`src/rtl/random_clk_gen.sv`:
```
// Random-period clock generator: each high/low phase lasts MIN_HALF + i_lfsr[RANGE_BITS-1:0] cycles.
// Optional rising-edge counter port o_edge_cnt is enabled by defining RANDCLK_EDGE_CNT_EN.
module random_clk_gen #(
  parameter int unsigned BW_LFSR    = 8,
  parameter int unsigned RANGE_BITS = 3,
  parameter int unsigned MIN_HALF   = 2,
  parameter int unsigned BW_CNT     = 8
) (
  input  logic               i_clk,
  input  logic               i_rst,
  input  logic               i_en,
  input  logic [BW_LFSR-1:0] i_lfsr,
  output logic               o_clk,
  output logic               o_rise,
  output logic               o_fall,
`ifdef RANDCLK_EDGE_CNT_EN
  output logic [15:0]        o_edge_cnt,
`endif
  output logic               o_busy
);

  typedef enum logic [1:0] {
    IDLE = 2'd0,
    HIGH = 2'd1,
    LOW  = 2'd2
  } state_t;

  state_t            state_q, state_d;
  logic [BW_CNT-1:0] cnt_q, cnt_d;
  logic [BW_CNT-1:0] load_val;
  logic              rise_d, fall_d;

  // Counter holds N-1 so that a value of 0 marks the last cycle of the phase.
  assign load_val = BW_CNT'(MIN_HALF - 1) + BW_CNT'(i_lfsr[RANGE_BITS-1:0]);

  generate
    if (RANGE_BITS < BW_LFSR) begin : g_unused_lfsr
      logic unused_lfsr_bits;
      assign unused_lfsr_bits = ^i_lfsr[BW_LFSR-1:RANGE_BITS];
    end
  endgenerate

  always_comb begin
    state_d = state_q;
    cnt_d   = cnt_q;
    rise_d  = 1'b0;
    fall_d  = 1'b0;
    case (state_q)
      IDLE: begin
        if (i_en) begin
          state_d = HIGH;
          cnt_d   = load_val;
          rise_d  = 1'b1;
        end
      end
      HIGH: begin
        if (cnt_q != '0) begin
          cnt_d = cnt_q - BW_CNT'(1);
        end else begin
          state_d = LOW;
          cnt_d   = load_val;
          fall_d  = 1'b1;
        end
      end
      LOW: begin
        if (cnt_q != '0) begin
          cnt_d = cnt_q - BW_CNT'(1);
        end else if (i_en) begin
          state_d = HIGH;
          cnt_d   = load_val;
          rise_d  = 1'b1;
        end else begin
          state_d = IDLE;
          cnt_d   = '0;
        end
      end
      default: begin
        state_d = IDLE;
        cnt_d   = '0;
      end
    endcase
  end

  // Outputs are registered from the next-state so they line up with the state register.
  always_ff @(posedge i_clk) begin
    if (i_rst) begin
      state_q <= IDLE;
      cnt_q   <= '0;
      o_clk   <= 1'b0;
      o_rise  <= 1'b0;
      o_fall  <= 1'b0;
      o_busy  <= 1'b0;
    end else begin
      state_q <= state_d;
      cnt_q   <= cnt_d;
      o_clk   <= (state_d == HIGH);
      o_rise  <= rise_d;
      o_fall  <= fall_d;
      o_busy  <= (state_d != IDLE);
    end
  end

`ifdef RANDCLK_EDGE_CNT_EN
  logic [15:0] edge_cnt;

  // Saturating count, updated on the same edge that raises o_rise.
  always_ff @(posedge i_clk) begin
    if (i_rst) begin
      edge_cnt <= '0;
    end else if (rise_d && (edge_cnt != '1)) begin
      edge_cnt <= edge_cnt + 16'd1;
    end
  end

  assign o_edge_cnt = edge_cnt;
`endif

endmodule

```
`config.mk`:
```
export PLATFORM = sky130hd
export DESIGN_NAME = random_clk_gen
export DESIGN_NICKNAME = d
export VERILOG_FILES = /design/src/rtl/random_clk_gen.sv
export SDC_FILE = /design/constraint.sdc
export NUM_CORES = 1
export LEC_CHECK = 0
export ABC_AREA = 1
export CAP_MARGIN = 25
export CORE_ASPECT_RATIO = 0.6
export CORE_MARGIN = 5
export CORE_UTILIZATION = 35
export DETAILED_ROUTE_END_ITERATION = 10
export GPL_ROUTABILITY_DRIVEN = 0
export PLACE_DENSITY = 0.6
export SLEW_MARGIN = 20
export SYNTH_ARGS = -nofsm -noshare
export SYNTH_HDL_FRONTEND = slang
export SYNTH_SLANG_ARGS = --single-unit
```
`constraint.sdc`:
```
create_clock -name i_clk -period 3.6 [get_ports i_clk]
set_input_delay 0.72 -clock i_clk [delete_from_list [all_inputs] [get_ports i_clk]]
set_output_delay 0.72 -clock i_clk [all_outputs]
set_load 0.1 [all_outputs]
```
==> summary.md <==
| Metric | Value |
|---|---|
| Hold Path Class | `flip-flop to flip-flop` |
| Dpl ws | `1160 ps` |
| DR vias | `749` |
| Final WL | `1730 µm` |
| Maximum VDD drop | `0.000332 V` |
| First-pass detailed-route iteration total | `4` |
| Largest stage delay on the critical path | `1130 ps` |
| Routed len/inst | `10.8 µm` |
| Worst Tran Pin Value | `971 ps` |
| Global Route Usage Sum | `0.120` |
| Setup Buffers After CTS | `0` |
| Synth area leaders | `dfxtp_1, nand2_1, nor2_1` |
| Worst Setup End Kind | `primary output` |
| Maximum clock path buffer count | `2` |
| Top-count cell post-synth | `nand2_1` |
| Ys flop type | `dfxtp_1` |
| CTS tree | `done` |
| Endpoints failing setup | `0` |
| Ports | `15` |
| Distinct cells, synth | `24` |
| Syn nets | `~130` |
| Fin worst setup slack | `1200 ps` |
| Outcome | `finished, final reports clean` |
| Mapped cell area | `800 µm²` |
| Internal power | `416 µW` |
| Min Tclk post-route | `2400 ps` |
| Seq cells post-synth | `14` |
| Die Area | `3370 µm²` |
| Pwr dens | `856 nW/µm²` |
| Clock share of power | `0.158` |
| Core Rows | `13` |
| Clock transition at the registers of the reported paths | `50 ps` |
| Hold Crit Start | `state_q[1]` |
| Vias in the first global route | `647` |
| Root buffer cell | `clkbuf_8` |
| Num CTS Buffers | `3` |
| DP Wirelength | `1370 µm` |
| Largest net degree at the start of global routing | `13` |
| Antenna Cells | `0` |
| Initial Utilization | `0.367` |
| Nets | `roughly 150` |
| PostCTS Resize Cnt | `0` |
| Clock tree sinks | `14` |
| Buf/Inv on CP | `1` |
| Die width | `a little over 70 µm` |
| Chip height | `47.0 µm` |
| Final Skew | `5.81 ps` |
| Cells after Synth | `between 100 and 150` |
| Final critical-path share of the clock period | `0.667` |
| First-pass GRT wire length | `2990 µm` |
| Area share of the largest cell type after synthesis | `0.351` |
| Port bufs | `9` |
| P_sw | `406 µW` |
| Initial antenna violation count | `0` |
| Crit path max-delay cell type | `clkdlybuf4s50_1` |
| Clk_lat worst skew | `250 ps` |
| Switching Share | `0.494` |
| Slew margin rel. | `0.351` |
| Worst path arrival time | `1680 ps` |
| Mean Syn Cell Area | `6.61 µm²` |
| Core Util, Final | `0.440` |
| Area Overhead vs Synth | `20.0%` |
| Worst EP required | `approximately 2900 ps` |
| Worst R2R Start | `state_q[0]` |
| Leak pwr | `0.000444 µW` |
| Core box area | `between 2000 and 2500 µm²` |
| Max_cap viols | `0` |
| Number of antenna-violating nets in the routed design | `0` |
| CP Cell Sequence | `clkdlybuf4s50_1` |
| Hold_ws | `about 460 ps` |
| RSZ-0062 raised after global routing | `false` |
| Total power | `821 µW` |
| FFs w/ async S/R, synth | `0` |
| H-Tree Depth | `1` |
| Hold-fix buffers at CTS | `0` |
| Initial detailed-routing violation count | `58` |
| Delay-heaviest family, CP | `buffers and inverters` |
| Share of total power in sequential cells | `0.270` |
| GRT overflow | `0` |
| Synth warnings | `0` |
| EDFF count, synth | `0` |
| Drt drc | `0` |
| Post-synthesis sequential area ratio | `0.351` |
| Fin. Hold Viols | `0` |
| Setup tns final | `0 ps` |
| Crit. Startpoint | `o_rise` |
| Top cells by count, synth | `nand2_1, nor2_1, inv_1` |
| Fmax | `416 MHz` |
| CP startpoint kind | `flip-flop` |
| Leading area contributor after synthesis | `dfxtp_1` |
| Combinational power share | `0.572` |
| Slew Limit Fails | `0` |
| Critical path class | `flip-flop to primary output` |
| Via density | `4.65` |
| Crit-path max FO | `1` |
| Share of layout cells above drive strength 1 | `0.0840` |
[logic make-up after synthesis]
| group | synth area share |
|---|---|
| DFF | 0.351 |
| buffers and inverters | 0.0861 |
| AOI/OAI and AO/OA | 0.121 |
| and+or+nand+nor | 0.379 |
| adders and majority gates | 0.0313 |
| xor gates and xnor gates | 0.0329 |
[power groups by stage]
stage                     Clock, µW  Combinational (µW)  Sequential, µW
after detailed placement          0                 472             225
after CTS                       135                 475             221
after global routing            140                 536             228
after floorplan                   0                 313             288
final                           130                 470             222
after global placement            0                 463             223
[path summary, 6_finish.rpt]
check | endpoint | slack (ps) | cells after the start
hold / removal | o_fall | 460 | 1
setup reg to reg | cnt_q[4] | 1790 | 6
hold reg to reg | o_fall | 460 | 1
setup / recovery | o_rise | 1200 | 1
[layout by cell type (no fill, tap or decap), types with 2 or more instances in the layout]
| cell | Yosys | routed |
|---|---|---|
| o21ai_0 | 2 | 2 |
| clkdlybuf4s50_1 | 0 | 9 |
| xnor2_1 | 2 | 2 |
| inv_1 | 16 | 16 |
| o21bai_1 | 2 | 2 |
| nor3_1 | 4 | 4 |
| dfxtp_1 | 14 | 14 |
| nor2_2 | 2 | 2 |
| a21oi_1 | 8 | 8 |
| nand2_1 | 35 | 35 |
| a21oi_2 | 2 | 2 |
| clkbuf_8 | 0 | 3 |
| nand3_1 | 3 | 3 |
| ha_1 | 2 | 2 |
| nor2_1 | 18 | 18 |
[through the flow]
stage | cell area (µm²) | instances
floorplan | 800 | 121
global placement | 918 | 158
detailed placement | 918 | 158
CTS | 960 | 161
global route | 960 | 161
finish | 960 | 161
[layout make-up]
class                      count  area, µm²
multi-input combinational     89        450
clock buffer                   3       41.3
fill                         240       1220
inverter                      16       60.1
sequential                    14        280
tap                           30       37.5
timing repair buffer           9       90.1
[registers in the layout (all words and copies together), names as in the netlist]
signal,count
cnt_q,8
o_busy,1
o_clk,1
o_fall,1
o_rise,1
state_q,2
[routing by layer]
layer | up-vias | wire, µm | track usage
met1 | 334 | 960 | 0.165
met4 | 0 | 14 | 0.0337
met3 | 3 | 74 | 0.0513
met2 | 11 | 685 | 0.172
met5 | - | 0 | 0
li1 | 401 | - | -
Power figures use the tool's default switching activity.
